File: src/rtl/down_counter_pkg.sv
// Shared types and constants for the down-counting timer.
package down_counter_pkg;

  localparam int WIDTH_DEFAULT = 4;

  typedef enum logic {
    IDLE  = 1'b0,
    COUNT = 1'b1
  } state_t;

endpackage

File: src/rtl/down_counter_timer.sv
// Loadable down-counter with a registered one-cycle terminal-count pulse.
// Define DOWN_COUNTER_AUTORELOAD_EN to add the auto_reload input and periodic reload mode.
module down_counter_timer
  import down_counter_pkg::*;
#(
  parameter int WIDTH = WIDTH_DEFAULT
) (
  input  logic             clk,
  input  logic             reset,
  input  logic             start,
  input  logic             stop,
`ifdef DOWN_COUNTER_AUTORELOAD_EN
  input  logic             auto_reload,
`endif
  input  logic [WIDTH-1:0] load_val,
  output logic [WIDTH-1:0] q,
  output logic             busy,
  output logic             tc
);

  localparam logic [WIDTH-1:0] ZERO = '0;
  localparam logic [WIDTH-1:0] ONE  = WIDTH'(1);

  state_t           state_q;
  logic [WIDTH-1:0] cnt_q;
  logic             tc_q;
`ifdef DOWN_COUNTER_AUTORELOAD_EN
  logic [WIDTH-1:0] reload_q;
  logic             mode_q;
`endif

  always_ff @(posedge clk) begin
    if (reset) begin
      state_q  <= IDLE;
      cnt_q    <= ZERO;
      tc_q     <= 1'b0;
`ifdef DOWN_COUNTER_AUTORELOAD_EN
      reload_q <= ZERO;
      mode_q   <= 1'b0;
`endif
    end else begin
      tc_q <= 1'b0;
      case (state_q)
        IDLE: begin
          if (start) begin
            if (load_val != ZERO) begin
              cnt_q   <= load_val;
              state_q <= COUNT;
`ifdef DOWN_COUNTER_AUTORELOAD_EN
              reload_q <= load_val;
              mode_q   <= auto_reload;
`endif
            end else begin
              // A zero load expires immediately without ever counting.
              cnt_q <= ZERO;
              tc_q  <= 1'b1;
            end
          end
        end
        COUNT: begin
          // Stop outranks expiry so an abort on the final edge never pulses tc.
          if (stop) begin
            state_q <= IDLE;
          end else if (cnt_q == ONE) begin
            tc_q <= 1'b1;
`ifdef DOWN_COUNTER_AUTORELOAD_EN
            if (mode_q) begin
              cnt_q <= reload_q;
            end else begin
              cnt_q   <= ZERO;
              state_q <= IDLE;
            end
`else
            cnt_q   <= ZERO;
            state_q <= IDLE;
`endif
          end else begin
            cnt_q <= cnt_q - ONE;
          end
        end
        default: state_q <= IDLE;
      endcase
    end
  end

  assign q    = cnt_q;
  assign busy = (state_q == COUNT);
  assign tc   = tc_q;

endmodule

File: config.mk
export PLATFORM = sky130hd
export DESIGN_NAME = down_counter_timer
export DESIGN_NICKNAME = d
export VERILOG_FILES = /design/src/rtl/down_counter_pkg.sv /design/src/rtl/down_counter_timer.sv
export SDC_FILE = /design/constraint.sdc
export NUM_CORES = 1
export LEC_CHECK = 0
export ABC_AREA = 1
export CAP_MARGIN = 25
export CORE_AREA = 2 2 39 41
export DETAILED_ROUTE_END_ITERATION = 10
export DIE_AREA = 0 0 41 43
export PLACE_DENSITY = 0.61
export SLEW_MARGIN = 0
export SYNTH_ARGS = -nofsm -noshare
export SYNTH_HDL_FRONTEND = slang
export SYNTH_SLANG_ARGS = --single-unit
export TNS_END_PERCENT = 100
File: constraint.sdc
create_clock -name clk -period 1.2 [get_ports clk]
set_input_delay 0.18 -clock clk [delete_from_list [all_inputs] [get_ports clk]]
set_output_delay 0.18 -clock clk [all_outputs]
set_load 0.005 [all_outputs]
# --- Yosys cells after proc, flatten, opt, wreduce, memory -nomap -nowiden ---
# Index checks and enable logic that the tools add are counted.
word_totals:
  regBits: 6
  latchBits: 0
  mem_bits_rw: 0
  rom_bits: 0
  inputBits: 8
  memories: 0
op_classes:
  addsub: 1
  mul: 0
  div: 0
  n_lt_le_gt_ge: 0
  eq_ne: 3
  n_shift: 0
  n_mux: 15
  n_bitwise: 1
  n_reduce_logical: 2
op_table:
  columns: ["op", "n"]
  rows:
  - ["two-way mux 4 bit", 4]
  - ["two-way mux 1 bit", 8]
  - ["case mux 4 bit (2 select lines)", 1]
  - ["== test 4 x 1 -> 1 bit, second input constant", 1]
  - ["inequality test 2 bit, second input constant", 2]
  - ["case mux 1 bit (2 select lines)", 2]
  - ["nonzero test 4 bit", 1]
  - ["subtractor 4 x 1 -> 4 bit, second input constant", 1]
  - ["AND reduction 2 bit", 1]
  - ["inverter 1 bit", 1]

# --- Longest topological paths before layout ---
depth:
  depth_word: 4
  depth_mapped: 6
  ltp_nobuf: 6

# --- Worst setup path after synthesis ---
# No wires, ideal clock.
synth_timing:
  kind: "reg-to-reg"
  startpoint: "reg cnt_q[0] (netlist: q[0])"
  endpoint: "reg cnt_q[1] (netlist: q[1])"
  setup_time_ns: 0.064
  arrival_time_ns: 0.978
  required_ns: 1.136
  path_slack_ns: 0.158
  stages_incl_launch_ff: 6
  synth_period_minus_slack_ns: 1.042
  path_cell_list: "dfxtp_1 > inv_1 > ha_1 > o21ai_0 > a21oi_1 > nor2_1"
synth_between:
  elab_chain_cells: 4
  word_cells_on_any_way: 5
  classes_between: "add/sub: 1; eq/ne: 1; mux: 3"
synth_rtl:
  columns: ["element", "line_no", "source"]
  rows:
  - ["from (decl)", "down_counter_timer.sv:25", "logic [WIDTH-1:0] cnt_q;"]
  - ["from (signal assigned)", "down_counter_timer.sv:47", "cnt_q <= load_val;"]
  - ["from (signal assigned)", "down_counter_timer.sv:78", "cnt_q <= cnt_q - ONE;"]
  - ["subtractor 4 x 1 -> 4 bit / == test 4 x 1 -> 1 bit (equally long branches)", "down_counter_timer.sv:78, down_counter_timer.sv:64", null]
  - ["two-way mux 4 bit *", "down_counter_timer.sv:64", "end else if (cnt_q == ONE) begin"]
  - ["two-way mux 4 bit *", "down_counter_timer.sv:62", "if (stop) begin"]
  - ["case mux 4 bit (2 select lines) *", "down_counter_timer.sv:43", "case (state_q)"]
# Mark *: on every way between the ends. The rest lies on a longest branch, timed or not. The select of a mux whose other input is x is not followed.
# A chain may end at the register's enable or synchronous reset.

# --- Worst setup path after layout ---
layout_timing:
  startpoint: "reg cnt_q[1] (netlist: q[1])"
  endpoint: "reg cnt_q[3] (netlist: q[3])"
# The elaborated chain is that of the path after synthesis.

==> reports/qor.yml <==
sta:
  setup_tns_ns: 0
  fmax_mhz: 884.9
  worst_pin_slew_ns: 0.2040
  grt_setup_unrepaired: "no"
  setup_viol: 0
  finalMaxSlewViolations: 0
  hold-worst-slack_ns: 0.4896
  min_period_ns: 1.130
  post-route-period-util_pct: 94.18
  slew_headroom_pct: 86.26
  fin_skew_ns: 0.01333
  hold_viol: 0
logic_synthesis:
  yosysWarnings: 0
  synthTopCellsByCount: "nand2_1, o21ai_0, dfxtp_1"
  netlist_area_um2: 356.6
  synth_edf_count: 0
  ys_seq_area_share_pct: 33.68
  syn_avg_cell_area_um2: 6.992
  synth_ff_type: "dfxtp_1"
  yosysMostFrequentCell: "nand2_1"
  synth_area_leader_cell: "dfxtp_1"
  synthArstFlopShare_pct: 0
  synthDistinctLibCells: 16
  yosys.area.top_type_share_pct: 33.68
  synth_seq_cells: 6
  synthTopCellsByArea: "dfxtp_1, o21ai_0, nand2_1"
  synth.net_count: 61
  syn_inst: 51
setup_path:
  worstPathCellList: "buf_4, inv_1, ha_1, a21oi_2, nand2_1, a21oi_2"
  r2r_cells: 6
  timing.rr.start: "q[1]"
  cp.arrival_ns: 1.30
  path_max_fanout: 3
  start_kind: "register"
  cp_common_cell: "a21oi_2"
  reg2reg_to: "q[3]"
  worstPathRequired_ns: 1.37
  critical_path_class: "register to register"
  r2r_setup_slack_ns: 0.07
  cp-end-kind: "register"
  crit_slowest_cell: "dfxtp_2"
  cpLargestDelayFamily: "flip-flops"
  max_stage_delay_ns: 0.32
  cp_num_buf_inv: 2
place:
  place_congestion: 0.8220
  portBuffers: 13
  post-dp-hpwl_um: 683.3
floorplanning:
  rows: 14
  io_pins: 14
  fp.dieArea_mm2: 0.001763
  die_h_um: 43
  core_area_mm2: 0.001384
  die_w_um: 41
  start_util_pct: 25.77
min_path:
  holdPathStages: 2
  hp-start: "reset"
  hold_path.class: "input port to register"
  hold_end: "busy"
finish:
  layout-drive-gt1-share_pct: 25.35
  fillCellCount: 148
  area_growth_pct: 57.89
  nNetsFinal: 83
  antenna_cells: 0
power_and_ir_drop:
  power.share.combinational_pct: 31.6
  ir_worst_vdd_mv: 0.4709
  clock_power_share_pct: 30.6
  intPower_uw: 430.1
  p_leak_uw: 0.0002636
  pwr-share-seq_pct: 37.8
  switching_share_pct: 29.69
  power_density_mw_per_mm2: 1086
  switchingPower_uw: 181.6
global_routing:
  grt_pass1_wl_um: 1352
  grt_max_degree: 7
  antenna_found_initial: 0
  track_usage_pct: 11.23
  gr-total-overflow: 0
  first_global_vias: 336
outcome:
  status: "completed"
drt:
  routed-via-count: 389
  firstDrtPassIters: 4
  antenna_left: 0
  drt_iter0_markers: 11
  drc: 0
  routedWlPerCell_um: 9.552
  routed_wl_um: 831
  via_per_inst: 4.471
clock_network:
  clockRootBuffer: "clkbuf_4"
  clockBufferDepth: 2
  cts.clk_slew.worst_paths_ns: 0.06
  cts_max_level: 1
  cts_made_buffers: 3
  cts_tree: "yes"
  cts.sinks: 6
  clock_latency_ns: 0.24
flow_run:
  drv_cap: 0
[worst max-delay path by stage]
stage                 to   from  cells after the start
floorplan           q[1]   q[0]                      5
global placement    q[2]  start                      4
detailed placement  q[3]   stop                      6
CTS                 q[3]   q[1]                      6
global route        q[3]   q[1]                      6
finish              q[3]   q[1]                      6
[what timing repair did]
action	in CTS	in global routing
setup buffers	1	0
hold buffers	0	0
pin swaps	0	1
resized for setup	9	3
endpoints found under the setup margin	6	4
[final cells by class]
cell class                 instances  area (µm²)  area share, %
inverter                           6       22.52          4.000
multi-input combinational         39       221.5          39.33
sequential                         6       123.9          22.00
timing repair buffer              17       152.6          27.11
tap                               16       20.02          3.556
clock buffer                       3       22.52          4.000
[cell families (layout without fill, tap and decap cells)]
| kind of cell | count (synthesis) | after routing | synth area share [%] |
|---|---|---|---|
| AOI/OAI and AO/OA | 15 | 15 | 22.46 |
| xor gates and xnor gates | 1 | 1 | 2.457 |
| adders and majority gates | 2 | 2 | 7.016 |
| buffers and inverters | 6 | 26 | 6.315 |
| DFF | 6 | 6 | 33.69 |
| and+or+nand+nor | 21 | 21 | 28.07 |
[power groups by stage]
| stage | registers, µW | clock network, µW | logic, µW |
|---|---|---|---|
| detailed placement | 236 | 0 | 192 |
| finish | 231 | 187 | 193 |
| global placement | 237 | 0 | 189 |
| global route | 234 | 209 | 217 |
| CTS | 232 | 187 | 189 |
| floorplan | 241 | 0 | 90.7 |
[layout by cell type (no fill, tap or decap), types with 2 or more instances in the layout]
cell,instances
nand2_2,2
clkdlybuf4s50_1,7
nor2_1,4
nand2_1,9
a21oi_1,3
buf_4,4
ha_1,2
dfxtp_1,3
a21oi_2,3
dlygate4sd2_1,6
nand3_1,3
o21ai_0,7
clkbuf_4,3
dfxtp_2,3
inv_1,5
[per-stage QoR]
step / util, % / total power (µW) / instances / instance area [µm²] / setup WS, ns
2_1_floorplan: - / 331.9 / 51 / 356.6 / 0.1578
3_3_place_gp: 38.25 / 426.5 / 83 / 529.3 / 0.01215
3_5_place_dp: 38.25 / 428.2 / 83 / 529.3 / 0.01011
4_1_cts: 40.14 / 608.0 / 87 / 555.5 / 0.04236
5_1_grt: 40.69 / 660.1 / 87 / 563.0 / 0.0009798
6_report: 40.69 / 611.7 / 87 / 563.0 / 0.06987
[routing by layer]
metal	global-route usage, %	share of wire [%]
met2	15.94	51
met3	4.712	3.6
met5	0	0
met4	4.667	2.0
met1	14.42	44
[flip-flops by register name (all words and copies together), names as in the netlist]
| signal | flops |
|---|---|
| tc | 1 |
| q | 4 |
| busy | 1 |
No activity file was read; power rests on OpenSTA's default activity.
